`src/rtl/alu_sequencer_pkg.sv`:
```
// ============================================================================
// Module : alu_sequencer_pkg
// Brief  : Opcode encodings, FSM states and decode bundle for alu_sequencer.
// Rev    : 1.0
// ============================================================================
`default_nettype none

package alu_sequencer_pkg;

    localparam int OPC_W = 4;
    localparam int OPR_W = 4;

    typedef enum logic [OPC_W-1:0] {
        OP_NOP = 4'h0,
        OP_ADD = 4'h1,
        OP_SUB = 4'h2,
        OP_LD  = 4'h3,
        OP_AND = 4'h4,
        OP_OR  = 4'h5,
        OP_XOR = 4'h6,
        OP_NOT = 4'h7,
        OP_ST  = 4'h8,
        OP_JMP = 4'h9,
        OP_JZ  = 4'hA,
        OP_HLT = 4'hF
    } opcode_e;

    typedef enum logic [2:0] {
        ST_IDLE    = 3'd0,
        ST_FETCH   = 3'd1,
        ST_DECODE  = 3'd2,
        ST_EXECUTE = 3'd3,
        ST_HALT    = 3'd4
    } state_e;

    typedef struct packed {
        logic alu_op;
        logic cy_op;
        logic store;
        logic jump;
        logic jump_cond;
        logic halt;
    } decode_t;

endpackage

`default_nettype wire

```
`src/rtl/alu_sequencer_if.sv`:
```
// ============================================================================
// Module : alu_sequencer_if
// Brief  : Program-memory, ALU and register-file control bundle of the sequencer.
// Rev    : 1.0
// ============================================================================
`default_nettype none

interface alu_sequencer_if #(
    parameter int OPCODE_WIDTH  = 4,
    parameter int OPERAND_WIDTH = 4,
    parameter int PC_WIDTH      = 4
);
    logic                                  start;
    logic [PC_WIDTH-1:0]                   prog_addr;
    logic                                  prog_req;
    logic [OPCODE_WIDTH+OPERAND_WIDTH-1:0] prog_data;
    logic                                  prog_valid;
    logic                                  acc_zero;
    logic [OPCODE_WIDTH-1:0]               opcode;
    logic                                  alu_ce;
    logic                                  cy_ce;
    logic [OPERAND_WIDTH-1:0]              reg_addr;
    logic                                  reg_we;
    logic                                  busy;
    logic                                  halted;

    modport master (
        input  start, prog_data, prog_valid, acc_zero,
        output prog_addr, prog_req, opcode, alu_ce, cy_ce,
               reg_addr, reg_we, busy, halted
    );

    modport slave (
        output start, prog_data, prog_valid, acc_zero,
        input  prog_addr, prog_req, opcode, alu_ce, cy_ce,
               reg_addr, reg_we, busy, halted
    );
endinterface

`default_nettype wire

```
`src/rtl/alu_sequencer_instr_decoder.sv`:
```
// ============================================================================
// Module : alu_sequencer_instr_decoder
// Brief  : Combinational opcode to control-class decode.
// Rev    : 1.0
// ============================================================================
`default_nettype none

module alu_sequencer_instr_decoder
    import alu_sequencer_pkg::*;
(
    input  wire logic [OPC_W-1:0] op,
    output decode_t               dec
);

    always_comb begin
        dec = '0;
        case (op)
            OP_ADD, OP_SUB: begin
                dec.alu_op = 1'b1;
                dec.cy_op  = 1'b1;
            end
            OP_LD, OP_AND, OP_OR, OP_XOR, OP_NOT: begin
                dec.alu_op = 1'b1;
            end
            OP_ST:  dec.store = 1'b1;
            OP_JMP: dec.jump  = 1'b1;
            OP_JZ: begin
                dec.jump      = 1'b1;
                dec.jump_cond = 1'b1;
            end
            OP_HLT: dec.halt = 1'b1;
            // NOP and the unassigned codes B..E fall through with no strobes
            default: ;
        endcase
    end

endmodule

`default_nettype wire

```
`src/rtl/alu_sequencer.sv`:
```
// ============================================================================
// Module : alu_sequencer
// Brief  : Fetch/decode/execute control unit for the 8-bit accumulator datapath.
// Rev    : 1.0
// ============================================================================
`default_nettype none

module alu_sequencer
    import alu_sequencer_pkg::*;
#(
    parameter int OPCODE_WIDTH  = OPC_W,
    parameter int OPERAND_WIDTH = OPR_W,
    parameter int PC_WIDTH      = OPR_W
) (
    input  wire logic        clk,
    input  wire logic        reset,
    alu_sequencer_if.master  bus
);

    localparam int IR_W = OPCODE_WIDTH + OPERAND_WIDTH;
    localparam logic [PC_WIDTH-1:0] C_PC_ONE = 1;

    state_e                   r_state;
    state_e                   w_state_nxt;
    logic [PC_WIDTH-1:0]      r_pc;
    logic [PC_WIDTH-1:0]      w_pc_nxt;
    logic [IR_W-1:0]          r_ir;
    logic [IR_W-1:0]          w_ir_nxt;

    logic [OPCODE_WIDTH-1:0]  w_ir_op;
    logic [OPERAND_WIDTH-1:0] w_ir_operand;
    decode_t                  w_dec;

    logic w_prog_req;
    logic w_alu_ce;
    logic w_cy_ce;
    logic w_reg_we;
    logic w_busy;
    logic w_halted;

    assign w_ir_op      = r_ir[IR_W-1:OPERAND_WIDTH];
    assign w_ir_operand = r_ir[OPERAND_WIDTH-1:0];

    alu_sequencer_instr_decoder u_decoder (
        .op  (w_ir_op),
        .dec (w_dec)
    );

    always_ff @(posedge clk or posedge reset) begin
        if (reset) begin
            r_state <= ST_IDLE;
            r_pc    <= '0;
            r_ir    <= '0;
        end else begin
            r_state <= w_state_nxt;
            r_pc    <= w_pc_nxt;
            r_ir    <= w_ir_nxt;
        end
    end

    always_comb begin
        w_state_nxt = r_state;
        w_pc_nxt    = r_pc;
        w_ir_nxt    = r_ir;
        w_prog_req  = 1'b0;
        w_alu_ce    = 1'b0;
        w_cy_ce     = 1'b0;
        w_reg_we    = 1'b0;
        w_busy      = 1'b0;
        w_halted    = 1'b0;

        case (r_state)
            ST_IDLE: begin
                if (bus.start) w_state_nxt = ST_FETCH;
            end
            ST_FETCH: begin
                w_busy     = 1'b1;
                w_prog_req = 1'b1;
                if (bus.prog_valid) begin
                    w_ir_nxt    = bus.prog_data;
                    w_pc_nxt    = r_pc + C_PC_ONE;
                    w_state_nxt = ST_DECODE;
                end
            end
            ST_DECODE: begin
                w_busy      = 1'b1;
                w_state_nxt = ST_EXECUTE;
            end
            ST_EXECUTE: begin
                w_busy   = 1'b1;
                w_alu_ce = w_dec.alu_op;
                w_cy_ce  = w_dec.cy_op;
                w_reg_we = w_dec.store;
                // PC already points past this instruction; a taken jump overrides it
                if (w_dec.jump && (!w_dec.jump_cond || bus.acc_zero))
                    w_pc_nxt = w_ir_operand;
                w_state_nxt = w_dec.halt ? ST_HALT : ST_FETCH;
            end
            ST_HALT: begin
                w_halted = 1'b1;
                if (bus.start) w_state_nxt = ST_FETCH;
            end
            default: w_state_nxt = ST_IDLE;
        endcase
    end

    assign bus.prog_addr = r_pc;
    assign bus.prog_req  = w_prog_req;
    assign bus.opcode    = w_ir_op;
    assign bus.reg_addr  = w_ir_operand;
    assign bus.alu_ce    = w_alu_ce;
    assign bus.cy_ce     = w_cy_ce;
    assign bus.reg_we    = w_reg_we;
    assign bus.busy      = w_busy;
    assign bus.halted    = w_halted;

    a_excl_strobe: assert property (@(posedge clk) disable iff (reset)
        !(w_alu_ce && w_reg_we));
    a_cy_implies_alu: assert property (@(posedge clk) disable iff (reset)
        w_cy_ce |-> w_alu_ce);

endmodule

`default_nettype wire

```
`src/flat_wrapper.sv`:
```
// flat-port wrapper written by rule: the top's interface ports become plain ports
module alu_sequencer_flat import alu_sequencer_pkg::*;
#(
    parameter int OPCODE_WIDTH  = OPC_W,
    parameter int OPERAND_WIDTH = OPR_W,
    parameter int PC_WIDTH      = OPR_W
)
  (clk, reset, bus_start, bus_prog_data, bus_prog_valid, bus_acc_zero, bus_prog_addr, bus_prog_req, bus_opcode, bus_alu_ce, bus_cy_ce, bus_reg_addr, bus_reg_we, bus_busy, bus_halted);
  alu_sequencer_if #(.OPCODE_WIDTH(OPCODE_WIDTH), .OPERAND_WIDTH(OPERAND_WIDTH), .PC_WIDTH(PC_WIDTH)) bus_i ();
  input  wire logic clk;
  input  wire logic reset;
  input wire logic [$bits(bus_i.start)-1:0] bus_start;
  input wire logic [$bits(bus_i.prog_data)-1:0] bus_prog_data;
  input wire logic [$bits(bus_i.prog_valid)-1:0] bus_prog_valid;
  input wire logic [$bits(bus_i.acc_zero)-1:0] bus_acc_zero;
  output wire logic [$bits(bus_i.prog_addr)-1:0] bus_prog_addr;
  output wire logic [$bits(bus_i.prog_req)-1:0] bus_prog_req;
  output wire logic [$bits(bus_i.opcode)-1:0] bus_opcode;
  output wire logic [$bits(bus_i.alu_ce)-1:0] bus_alu_ce;
  output wire logic [$bits(bus_i.cy_ce)-1:0] bus_cy_ce;
  output wire logic [$bits(bus_i.reg_addr)-1:0] bus_reg_addr;
  output wire logic [$bits(bus_i.reg_we)-1:0] bus_reg_we;
  output wire logic [$bits(bus_i.busy)-1:0] bus_busy;
  output wire logic [$bits(bus_i.halted)-1:0] bus_halted;
  assign bus_i.start = bus_start;
  assign bus_i.prog_data = bus_prog_data;
  assign bus_i.prog_valid = bus_prog_valid;
  assign bus_i.acc_zero = bus_acc_zero;
  assign bus_prog_addr = bus_i.prog_addr;
  assign bus_prog_req = bus_i.prog_req;
  assign bus_opcode = bus_i.opcode;
  assign bus_alu_ce = bus_i.alu_ce;
  assign bus_cy_ce = bus_i.cy_ce;
  assign bus_reg_addr = bus_i.reg_addr;
  assign bus_reg_we = bus_i.reg_we;
  assign bus_busy = bus_i.busy;
  assign bus_halted = bus_i.halted;
  alu_sequencer #(.OPCODE_WIDTH(OPCODE_WIDTH), .OPERAND_WIDTH(OPERAND_WIDTH), .PC_WIDTH(PC_WIDTH)) u_core (.clk(clk), .reset(reset), .bus(bus_i));
endmodule
```
`config.mk`:
```
export PLATFORM = sky130hd
export DESIGN_NAME = alu_sequencer_flat
export DESIGN_NICKNAME = d
export VERILOG_FILES = /design/src/rtl/alu_sequencer_pkg.sv /design/src/rtl/alu_sequencer_if.sv /design/src/rtl/alu_sequencer_instr_decoder.sv /design/src/rtl/alu_sequencer.sv /design/src/flat_wrapper.sv
export SDC_FILE = /design/constraint.sdc
export NUM_CORES = 1
export LEC_CHECK = 0
export ABC_AREA = 1
export BUFFER_PORTS_ARGS = -buffer_cell sky130_fd_sc_hd__buf_2
export CAP_MARGIN = 40
export CELL_PAD_IN_SITES_DETAIL_PLACEMENT = 0
export CELL_PAD_IN_SITES_GLOBAL_PLACEMENT = 1
export CORE_AREA = 2 2 53 60
export DETAILED_ROUTE_END_ITERATION = 12
export DIE_AREA = 0 0 55 62
export PLACE_DENSITY = 0.84
export SLEW_MARGIN = 20
export SYNTH_ARGS = -nofsm -noshare
export SYNTH_HDL_FRONTEND = slang
export SYNTH_HIERARCHICAL = 1
export SYNTH_SLANG_ARGS = --single-unit
```
`constraint.sdc`:
```
create_clock -name clk -period 1.7 [get_ports clk]
set_clock_uncertainty 0.15 [all_clocks]
set_input_delay 0 -clock clk [delete_from_list [all_inputs] [get_ports clk]]
set_output_delay 0 -clock clk [all_outputs]
set_load 0.01 [all_outputs]
```
======== Word level (Yosys, flattened, before mapping) ========
Index checks and enable logic that the tools add are counted.
word-level totals
  flip-flop bits (word level) ............. 15
  output and inout bits ................... 18
  word-level logic and storage cells ...... 54
operators by class
  $add $sub $neg .......................... 1
  equal/unequal tests ..................... 18
  multiplexer cells ....................... 19
  reduce and logical (&&, ||, !) cells .... 13
operator list
  operator                                                                 number
  4-bit by 3-bit equality test with 1-bit output, second input constant    4
  4-bit equality test, second input constant                               4
  1-bit 2-to-1 mux                                                         12
  3-bit case mux with 4 select lines                                       1
  3-bit 2-to-1 mux                                                         3
  4-bit by 2-bit equality test with 1-bit output, second input constant    2
  4-bit 2-to-1 mux                                                         2
  4-bit case mux with 2 select lines                                       1
  7-bit OR reduction                                                       1
  3-bit by 2-bit equality test with 1-bit output, second input constant    2
  2-bit OR reduction                                                       3
  4-bit by 1-bit adder with 4-bit output, second input constant            1
  4-bit by 1-bit equality test with 1-bit output, second input constant    1
  2-bit by 1-bit inequality test with 1-bit output, second input constant  2
  2-bit AND reduction                                                      2
  3-bit by 1-bit equality test with 1-bit output, second input constant    1
  3-bit equality test, second input constant                               1
  3-bit logical NOT                                                        1
  3-bit AND reduction                                                      1
  3-bit OR reduction                                                       1
  2-bit inequality test, second input constant                             1
  2-bit nonzero test                                                       1
  1-bit logical AND                                                        1
  1-bit logical NOT                                                        1
  1-bit logical OR                                                         1

======== Logic depth before layout (Yosys ltp) ========
  depth in word-level cells ............... 7
  mapped depth ............................ 9

======== Hierarchy ========
Netlist, hierarchy kept.
by module, submodules not included
  module                       times used  cells each  area an instance (sq um)  sequential area each (sq um)
  alu_sequencer                1           103         804.5                     375.4
  alu_sequencer_instr_decoder  1           21          83.8                      0.0

======== Least setup slack after synthesis ========
OpenSTA, ideal clock, no wires.
  kind .................................... register to register
  start ................................... register u_core.r_state[1]
  end ..................................... register u_core.r_state[2]
  library setup time ...................... 0.065 ns
  arrival time ............................ 1.106 ns
  required time ........................... 1.485 ns
  setup slack ............................. 0.379 ns
  stages on the path, launching flop included .. 8
  path buffers ............................ 0
  path through ............................ dfrtp_1 -> inv_1 -> nand2_1 -> nor2_1 -> nand2_1 -> o21ai_2 -> nand2_1 -> nand2_1
on the way
  longest elaborated chain between the ends .. 4
  elaborated cells between the ends (all ways) .. 10
  those cells by class .................... eq/ne: 6; mux: 1; reduce/logical: 3
RTL lines
  what                                                             line                 RTL
  start: declaration                                               alu_sequencer.sv:23  state_e r_state;
  start signal: assignment                                         alu_sequencer.sv:55  r_state <= w_state_nxt;
  3-bit equality test / 3-bit logical NOT (equally long branches)  alu_sequencer.sv:72  case (r_state)
  2-bit OR reduction (no line)                                     n/a
  2-bit by 1-bit inequality test with 1-bit output (no line)       n/a
  2-bit AND reduction (no line)                                    n/a
Several ways; a longest one is shown, not always the timed one.
A chain may end at the register's enable or synchronous reset.

======== Worst setup path in the final report ========
  start ................................... register u_core.r_state[2]
  end ..................................... output bus_cy_ce
on the way
  longest elaborated chain between the ends .. 2
RTL lines
  what                                            line                 RTL
  3-bit by 2-bit equality test with 1-bit output  alu_sequencer.sv:72
  1-bit 2-to-1 mux                                alu_sequencer.sv:72
  end: declaration                                flat_wrapper.sv:20   output wire logic [$bits(bus_i.cy_ce)-1:0] bus_cy_ce;
Every way passes these cells.

==> impl_metrics.yaml <==
pwr:
  p_switching_mw: 0.926
  clock_power_share_pct: 10.7
  power-per-cell-area_mw_per_mm2: 1590
  power.internal_mw: 1.01
  leakagePower_nw: 0.669
  seqPwrFrac_pct: 35.8
  netSwitchingFraction_pct: 47.8
  p_comb_share_pct: 53.5
  max-vdd-ir-drop_v: 0.000685
detailed_routing:
  via_per_inst: 4.41
  ant_nets: 0
  wl_per_cell_um: 10.4
  wirelength_um: 2090
  drt_iter0_markers: 22
  drt_drc_violations_left: 0
  vias: 890
  drt_pass1_iterations: 4
run_status:
  status: "completed"
clock_network:
  path_clk_slew_ns: 0.10
  numCtsBuffers: 3
  clock_latency_ns: 0.28
  cts-root-buf: "clkbuf_4"
  cts.sinks: 15
  cts_buffer_depth: 2
  cts_setup_buffers: 0
  tritoncts: "built"
  h-tree-depth: 1
floorplan:
  rows: 21
  core_area_mm2: 0.00289
  io_pins: 31
  start_util_pct: 30.7
  chipHeight_um: 62
  die_x_um: 55
  fp.dieArea_mm2: 0.00341
place:
  gp_congestion: 0.790
  dp_hpwl_um: 1590
  dp_cells: 187
  io_buffers: 30
timing:
  layout_min_cycle_time_ns: 1.55
  slew-limit-headroom_pct: 60.4
  finalHoldViolCount: 0
  rsz0062_at_grt: "false"
  holdWs_ns: 0.0529
  tightest_slew_ns: 0.593
  timing.fmax_mhz: 644
  fin_setup_tns_ns: 0
  fin_crit_sh_pct: 91.3
  setup_viol_count_final: 0
  drv_slew: 0
flow_run:
  cap_violations: 0
grt:
  grt_first_pass_wirelength_um: 3500
  grt_pass1_vias: 833
  grt.overflow.total: 0
  antenna_found_initial: 0
  grt_usage_pct: 14.2
  grt_max_degree: 16
synthesis:
  syn_area_um2: 888
  synth-seq-cells: 15
  ys_seq_area_share_pct: 42.3
  syn-instance-count: 124
  ys_warn_count: 6
  syn_area_per_cell_um2: 7.16
  synthTopCellsByArea: "dfrtp_1, nand2_1, inv_1"
  synth_area_leader_cell: "dfrtp_1"
  synth_top_area_share_pct: 42.3
  synthesis.nets: 138
  ys_types: 23
critical_path:
  worstPathMaxFanout: 7
  crit_type: "flop to output pin"
  slowest_delay_ns: 0.46
  crit_chain: "inv_1, nand3_2, nor2_1, buf_2"
  worstPathArrival_ns: 1.40
  crit_path_start_kind: "flop"
  critPathCaptureType: "output pin"
  crit_slowest_cell: "dfrtp_1"
  critPathRequiredTime_ns: 1.55
final_layout:
  drive_gt1_share_pct: 26.2
  multi_input_area_um2: 439
  fin_nets: 183
  seq_area_um2: 375
  area_delta_synth_final_pct: 37.3
  n_fill_cell: 312
  insertedDiodeCount: 0
  instances_no_fill: 202
min_path:
  worstHoldPathType: "primary input to flop"
==> layer usage <==
metal  wire (um)  global-route usage [%]  up-vias
met5           0                       0        -
met4          16                    6.27        0
met3          97                    2.39        2
met2        1010                    24.0       21
met1         972                    17.7      400
li1            -                       -      467
==> timing repair <==
item | CTS | global route
gates resized for setup | 0 | 2
endpoints found under the hold margin | 26 | 0
hold buffers | 11 | 0
endpoints found under the setup margin | 0 | 5
==> power by group through the flow <==
stage | clock network, mW | registers [mW] | logic [mW]
after global placement | 0 | 0.694 | 0.995
after detailed placement | 0 | 0.702 | 1.01
final | 0.207 | 0.693 | 1.04
after global routing | 0.232 | 0.731 | 1.20
after floorplan | 0 | 0.737 | 0.649
after CTS | 0.221 | 0.695 | 1.04
==> flip-flops by register name, indices dropped and copies added, names as in the netlist <==
| register | cells |
|---|---|
| u_core/bus.prog_addr | 4 |
| u_core/r_ir | 8 |
| u_core/r_state | 3 |
==> per-stage QoR <==
step | area, um2 | utilization (%) | power [mW] | setup WS, ns
floorplan | 888 | - | 1.39 | 0.379
CTS | 1210 | 41.9 | 1.95 | 0.0572
global placement | 1070 | 37.1 | 1.69 | 0.237
finish | 1220 | 42.2 | 1.94 | 0.148
global route | 1220 | 42.2 | 2.17 | 0.00926
detailed placement | 1070 | 37.1 | 1.71 | 0.183
==> synthesized netlist by cell type, drive strengths merged <==
library cell / instances
o21a: 1
ha: 1
nand2: 51
nor3: 1
nand4: 2
nor2: 14
xnor2: 1
dfrtp: 15
o211ai: 1
a21oi: 2
buf: 1
nand3: 9
inv: 19
o21ai: 6
==> path summary, 6_finish.rpt <==
check,from,slack [ns],end,cells after the start
setup / recovery,u_core/r_state[2],0.15,bus_cy_ce,4
hold / removal,bus_acc_zero,0.05,u_core/bus.prog_addr[3],6
setup reg to reg,u_core/r_state[2],0.19,u_core/r_ir[1],5
hold reg to reg,u_core/r_ir[2],0.37,u_core/r_ir[2],2
max in group asynchronous,reset,0.84,u_core/r_ir[5],3
min in group asynchronous,reset,0.17,u_core/r_ir[1],3
==> layout by cell type (no fill, tap or decap), drive strengths merged <==
cell         count
nand2           51
buf             30
inv             18
dfrtp           15
nor2            14
dlygate4sd3     11
nand3            9
o21ai            6
clkbuf           3
a21oi            2
nand4            2
clkinv           1
clkinvlp         1
o21a             1
xnor2            1
o211ai           1
ha               1
nor3             1
==> layout make-up <==
type | count | area share, %
Clock buffer | 3 | 1.85
Clock inverter | 1 | 0.410
Inverter | 19 | 6.15
Multi-Input combinational cell | 89 | 36.0
Sequential cell | 15 | 30.8
Tap cell | 34 | 3.49
Timing Repair Buffer | 41 | 21.3
==> cells by family (layout without fill, tap and decap cells) <==
kind of cell / count (synthesis) / count (layout) / share of synthesized area, %
DFF: 15 / 15 / 42.3
adders and majority gates: 1 / 1 / 1.41
xor gates and xnor gates: 1 / 1 / 0.986
AOI/OAI and AO/OA: 10 / 10 / 6.62
and+or+nand+nor: 77 / 77 / 39.9
buffers and inverters: 20 / 64 / 8.87
==> critical path: cells and delay by family (launching register included) <==
family                 cells  cell delay [ns]
flip-flops                 1             0.46
buffers and inverters      2             0.34
AND/OR/NAND/NOR            2             0.32
Power figures use the tool's default switching activity.
